$ cat src/rtl/dff_delay_line_if.sv
// Data/control bundle for dff_delay_line. The occ count is present only
// when DFF_DELAY_LINE_OCC_EN is defined.
interface dff_delay_line_if #(
  parameter int WIDTH = 8,
  parameter int DEPTH = 4
) ();

  localparam int OCC_W = $clog2(DEPTH + 1);

  logic             en;
  logic             clr;
  logic [WIDTH-1:0] d;
  logic             d_valid;
  logic [WIDTH-1:0] q;
  logic             q_valid;
`ifdef DFF_DELAY_LINE_OCC_EN
  logic [OCC_W-1:0] occ;
`endif

  // The master drives samples in and observes the far end of the line.
  modport master (
    output en, clr, d, d_valid,
`ifdef DFF_DELAY_LINE_OCC_EN
    input  occ,
`endif
    input  q, q_valid
  );

  modport slave (
    input  en, clr, d, d_valid,
`ifdef DFF_DELAY_LINE_OCC_EN
    output occ,
`endif
    output q, q_valid
  );

endinterface

$ cat src/rtl/dff_delay_line.sv
// DEPTH-stage register delay line with per-stage valid flags, enable and
// synchronous flush. Define DFF_DELAY_LINE_OCC_EN to add the occupancy count.
module dff_delay_line #(
  parameter int WIDTH = 8,
  parameter int DEPTH = 4
) (
  input  logic                    clk,
  input  logic                    rst_n,
  dff_delay_line_if.slave         bus
);

  // Elaboration-time guards on the legal parameter ranges and on the
  // interface instance being sized the same as this block.
  if (WIDTH < 1 || WIDTH > 64) begin : g_bad_width
    $error("dff_delay_line: WIDTH %0d outside 1..64", WIDTH);
  end
  if (DEPTH < 1 || DEPTH > 32) begin : g_bad_depth
    $error("dff_delay_line: DEPTH %0d outside 1..32", DEPTH);
  end
  if ($bits(bus.d) != WIDTH) begin : g_bad_bus
    $error("dff_delay_line: interface WIDTH does not match block WIDTH");
  end

  logic [WIDTH-1:0] data_q  [DEPTH];
  logic             valid_q [DEPTH];

  // NOTE: every stage, not just the output one, is reset so that an
  // asynchronous reset discards all in-flight samples rather than letting
  // stale data walk out after reset is released.
  always_ff @(posedge clk or negedge rst_n) begin
    if (!rst_n) begin
      for (int i = 0; i < DEPTH; i++) begin
        data_q[i]  <= '0;
        valid_q[i] <= 1'b0;
      end
    end else if (bus.clr) begin
      // Flush wins over enable, so a coincident input sample is dropped.
      for (int i = 0; i < DEPTH; i++) begin
        data_q[i]  <= '0;
        valid_q[i] <= 1'b0;
      end
    end else if (bus.en) begin
      // NOTE: non-blocking assignments make every stage read its
      // neighbour's pre-edge value, so the loop order does not matter.
      data_q[0]  <= bus.d;
      valid_q[0] <= bus.d_valid;
      for (int i = 1; i < DEPTH; i++) begin
        data_q[i]  <= data_q[i-1];
        valid_q[i] <= valid_q[i-1];
      end
    end
  end

  // Outputs come straight from the last stage: no path from d, en or clr.
  assign bus.q       = data_q[DEPTH-1];
  assign bus.q_valid = valid_q[DEPTH-1];

`ifdef DFF_DELAY_LINE_OCC_EN
  localparam int OCC_W = $clog2(DEPTH + 1);

  logic [OCC_W-1:0] occ_q;
  logic [OCC_W-1:0] occ_next;

  // One sample enters and the last-stage sample leaves on each enabled
  // edge, which keeps the count equal to the number of set valid flags.
  always_comb begin
    occ_next = occ_q + OCC_W'(bus.d_valid) - OCC_W'(valid_q[DEPTH-1]);
  end

  always_ff @(posedge clk or negedge rst_n) begin
    if (!rst_n) begin
      occ_q <= '0;
    end else if (bus.clr) begin
      occ_q <= '0;
    end else if (bus.en) begin
      occ_q <= occ_next;
    end
  end

  assign bus.occ = occ_q;
`endif

endmodule

$ cat src/flat_wrapper.sv
// flat-port wrapper written by rule: the top's interface ports become plain ports
module dff_delay_line_flat 
#(
  parameter int WIDTH = 8,
  parameter int DEPTH = 4
)
  (clk, rst_n, bus_en, bus_clr, bus_d, bus_d_valid, bus_q, bus_q_valid);
  dff_delay_line_if #(.WIDTH(WIDTH), .DEPTH(DEPTH)) bus_i ();
  input  logic clk;
  input  logic rst_n;
  input wire logic [$bits(bus_i.en)-1:0] bus_en;
  input wire logic [$bits(bus_i.clr)-1:0] bus_clr;
  input wire logic [$bits(bus_i.d)-1:0] bus_d;
  input wire logic [$bits(bus_i.d_valid)-1:0] bus_d_valid;
  output wire logic [$bits(bus_i.q)-1:0] bus_q;
  output wire logic [$bits(bus_i.q_valid)-1:0] bus_q_valid;
  assign bus_i.en = bus_en;
  assign bus_i.clr = bus_clr;
  assign bus_i.d = bus_d;
  assign bus_i.d_valid = bus_d_valid;
  assign bus_q = bus_i.q;
  assign bus_q_valid = bus_i.q_valid;
  dff_delay_line #(.WIDTH(WIDTH), .DEPTH(DEPTH)) u_core (.clk(clk), .rst_n(rst_n), .bus(bus_i));
endmodule
$ cat config.mk
export PLATFORM = sky130hd
export DESIGN_NAME = dff_delay_line_flat
export DESIGN_NICKNAME = d
export VERILOG_FILES = /design/src/rtl/dff_delay_line_if.sv /design/src/rtl/dff_delay_line.sv /design/src/flat_wrapper.sv
export SDC_FILE = /design/constraint.sdc
export NUM_CORES = 1
export LEC_CHECK = 0
export ABC_AREA = 1
export ABC_CLOCK_PERIOD_IN_PS = 1050
export BUFFER_PORTS_ARGS = -buffer_cell sky130_fd_sc_hd__buf_2
export CAP_MARGIN = 10
export CORE_MARGIN = 1.5
export CORE_UTILIZATION = 45
export CTS_CLUSTER_SIZE = 30
export DETAILED_ROUTE_END_ITERATION = 12
export HOLD_SLACK_MARGIN = 0.08
export SKIP_LAST_GASP = 1
export SLEW_MARGIN = 40
export SYNTH_ARGS = -nofsm -noshare
export SYNTH_HDL_FRONTEND = slang
export SYNTH_SLANG_ARGS = --single-unit
$ cat constraint.sdc
create_clock -name clk -period 1.05 [get_ports clk]
set_clock_uncertainty 0.2 [all_clocks]
set_input_delay 0.21 -clock clk [delete_from_list [all_inputs] [get_ports clk]]
set_output_delay 0.21 -clock clk [all_outputs]
set_load 0.01 [all_outputs]
After elaboration in Yosys (flattened, before gate mapping)
Index checks and enable logic that the tools add are counted.
- bits in registers: 36
- output and inout port bits: 9
- muxes and demuxes: 4
- reduce and logical (&&, ||, !) cells: 1
- operator list (cell ; count):
    $mux 32 ; 2
    $mux 4 ; 2
    $reduce_bool 2->1 ; 1

Depth between registers and ports, before layout
- depth after elaboration: 2
- mapped depth: 5
- mapped depth without buffers: 3

Worst setup path before layout
Ideal clock, no wire load.
- path type: in2reg
- from: in bus_en
- to: reg u_core.valid_q[2] (netlist name)
- library setup time: 0.065 ns
- arrival time: 0.692 ns
- required time: 0.785 ns
- path slack: 0.093 ns
- stages: 5
- buffers on the path: 2
- cells stage by stage: buf_6 -> nor2_8 -> buf_6 -> nand2_1 -> nand2_1
- word-level cells in the longest chain between the ends: 1
- ends and longest elaborated chain (element ; line ; source):
    start, declared ; flat_wrapper.sv:11 ; input wire logic [$bits(bus_i.en)-1:0] bus_en;
    $reduce_bool 2->1 (no source line) ; -- ;
    end signal, assigned by index ; dff_delay_line.sv:49 ; valid_q[i] <= valid_q[i-1];
    end, declared ; dff_delay_line.sv:25 ; logic valid_q [DEPTH];
No other way between the ends.
A chain may end at the register's enable or synchronous reset.

Worst setup path after layout
- from: reg u_core.data_q (netlist bit u_core.bus.q[1])
- to: out bus_q[1]
- RTL lines (element ; line ; source):
    start, declared ; dff_delay_line.sv:24 ; logic [WIDTH-1:0] data_q [DEPTH];
    start signal, assigned by index ; dff_delay_line.sv:48 ; data_q[i] <= data_q[i-1];
    end, declared ; flat_wrapper.sv:15 ; output wire logic [$bits(bus_i.q)-1:0] bus_q;
No word-level cell between the ends.

==> qor.yml <==
outcome:
  status: "finished, violations left"
  violations: "setup timing"
finish:
  final_net_count: 210
  antenna-diode-count: 0
  final_cells: 244
  drive_gt1_share_pct: 27.78
  area_growth_pct: 19.06
  fin_area_um2: 1899
place:
  dp.cells: 217
  gp_congestion: 0.6907
  place_area_um2: 1675
  dp_hpwl_um: 1500
  port_buffers: 21
  pre_cts_ws_ns: -0.1289
floorplanning:
  pin_count: 22
  core-area_um2: 3363
  dieWidth_um: 62.54
  fp-row-count: 21
  die-area_um2: 3911
  die_y_um: 62.54
  start_util_pct: 47.43
synth:
  yosysSeqAreaShare_pct: 56.47
  synth_area_um2: 1595
  synth_top_cell_area_share_pct: 56.47
  ys_top_cells_by_count: "72 x nand2_1, 36 x dfrtp_1, 25 x nand3_1"
  postSynthCellCount: 164
  synthArstFlopShare_pct: 100.0
  syn_avg_cell_area_um2: 9.727
  synth_flop_cell: "dfrtp_1"
  ys_seq_elements: 36
  ys.warnings.count: 0
  synth.most_common_cell: "nand2_1"
  syn_nets: 177
  synth_edf_count: 0
  synth_area_leaders: "dfrtp_1 56%, nand2_1 17%, nand3_1 7.8%"
  synth.distinct_cells: 9
  synth_top_area_cell: "dfrtp_1"
global_routing:
  use_met2_pct: 23.92
  grt.busiest_layer: "met2"
  grt_overflow: 0
  use_met1_pct: 19.86
  grt_first_pass_wirelength_um: 4795
  grt_max_degree: 37
  grtUsageMet3_pct: 4.865
  grt_antenna_before_repair: 0
  grt_pass1_vias: 1071
  track_usage_pct: 15.40
sta:
  tightest_slew_ns: 0.3929
  grt_setup_unrepaired: "true"
  fin_crit_sh_pct: 121.3
  drv_slew: 0
  setup_viol: 9
  fmax_mhz: 785.3
  max_slew_margin_pct: 73.80
  period_needed_ns: 1.273
  worst_slack_ns: -0.2234
  finalSetupTns_ns: -1.933
  hold_viol: 0
worst_setup_path:
  worstPathArrival_ns: 0.86
  startpoint_type: "flip-flop"
  r2r_slack_ns: 0.03
  critPathSlowestCell: "dfrtp_1"
  critPathBufInv: 1
  cp-end-kind: "output port"
  cp_top_family: "flip-flops"
  worst-path-stages: 1
  crit_path_start: "u_core.bus.q[1]$_DFFE_PN0P_"
  worstSetupPathType: "flip-flop to output port"
  r2r_end: "u_core.bus.q[0]$_DFFE_PN0P_"
  critPathMaxStageDelay_ns: 0.39
  required_ns: 0.64
  r2r-start: "u_core.bus.q[0]$_DFFE_PN0P_"
  reg2reg_depth: 4
  crit_chain: "buf_2"
  critPathMaxFanout: 2
route:
  remaining_drc_errors: 0
  final_antenna_net_count: 0
  routedWlPerCell_um: 10.70
  firstDrtPassIters: 4
  drt-initial-drc-count: 86
  viasPerCell: 4.639
  drt-total-wl_um: 2612
  vias: 1132
cts:
  cts.path.max_buffers: 2
  tritoncts: "done"
  insertion_delay_ns: 0.33
  cts_sinks: 36
  numCtsBuffers: 5
  htreeDepth: 2
  clk_pin_slew_ns: 0.11
  cts_root_buf: "clkbuf_4"
  holdBufCountCts: 10
worst_hold_path:
  hold_depth: 4
  hp-start: "bus_en"
  min_to: "u_core.bus.q_valid$_DFFE_PN0P_"
  hold_class: "input pin to flip-flop"
power:
  p_per_area_nw_per_um2: 1264
  leakage_nw: 1.070
  power_w: 0.002401
  peakVddDrop_uv: 781.4
flow_run:
  drv_cap: 0
through the flow:
stage | hold WS (ns) | utilization [%]
2_1_floorplan | -0.2856 | -
3_3_place_gp | -0.01440 | 49.81
3_5_place_dp | -0.01422 | 49.81
4_1_cts | 0.03177 | 55.80
5_1_grt | 0.04174 | 56.47
6_report | 0.04663 | 56.47
cells in the final DEF, fill, tap and decap left out:
cell type	instances
nand3_2	11
dlygate4sd3_1	10
nand3_1	25
nand2_1	72
clkbuf_4	5
inv_4	1
buf_4	9
dfrtp_1	36
buf_12	4
clkinv_2	2
nor2_8	1
clkinv_4	1
buf_2	21
what timing repair did:
action	CTS	global route
gates resized for setup	0	0
pin swaps	0	0
hold endpoints to repair	46	1
buffers inserted	6	3
endpoints found under the setup margin	9	9
where the power goes:
group | switching, W | total (W) | internal, W | leakage, nW
sequential | 0.0000208 | 0.00144 | 0.00142 | 0.494
clock | 0.000460 | 0.000717 | 0.000257 | 0.0349
combinational | 0.000137 | 0.000239 | 0.000103 | 0.541
flip-flops by register name, indices dropped and copies added, names as in the netlist:
| name | count |
|---|---|
| u_core.bus.q | 8 |
| u_core.data_q | 24 |
| u_core.bus.q_valid | 1 |
| u_core.valid_q | 3 |
cells by family (layout without fill, tap and decap cells):
| group | after synthesis | after routing | synth area share, % |
|---|---|---|---|
| and+or+nand+nor | 109 | 109 | 32.94 |
| DFF | 36 | 36 | 56.47 |
| buffers and inverters | 19 | 53 | 10.59 |
area by class of cell:
type | count | area, um^2
fill | 336 | 1464
sequential | 36 | 900.9
multi-input combinational | 109 | 525.5
timing repair buffer | 44 | 352.8
tap | 46 | 57.56
clock buffer | 5 | 37.54
clock inverter | 3 | 18.77
inverter | 1 | 6.256
worst max-delay path by stage:
stage	slack (ns)	endpoint
5_1_grt	-0.29	bus_q[1]
2_1_floorplan	0.09	u_core.valid_q[2]$_DFFE_PN0P_
6_report	-0.22	bus_q[1]
3_5_place_dp	-0.13	u_core.bus.q_valid$_DFFE_PN0P_
3_3_place_gp	-0.10	u_core.data_q[31]$_DFFE_PN0P_
4_1_cts	-0.25	bus_q[1]
routing by layer:
layer  vias up  wire length [um]
met2        19              1220
li1        580                 -
met4         0                26
met3         2               102
met5         -                 0
met1       531              1262
Note: power is estimated with default switching activity, not from simulation.
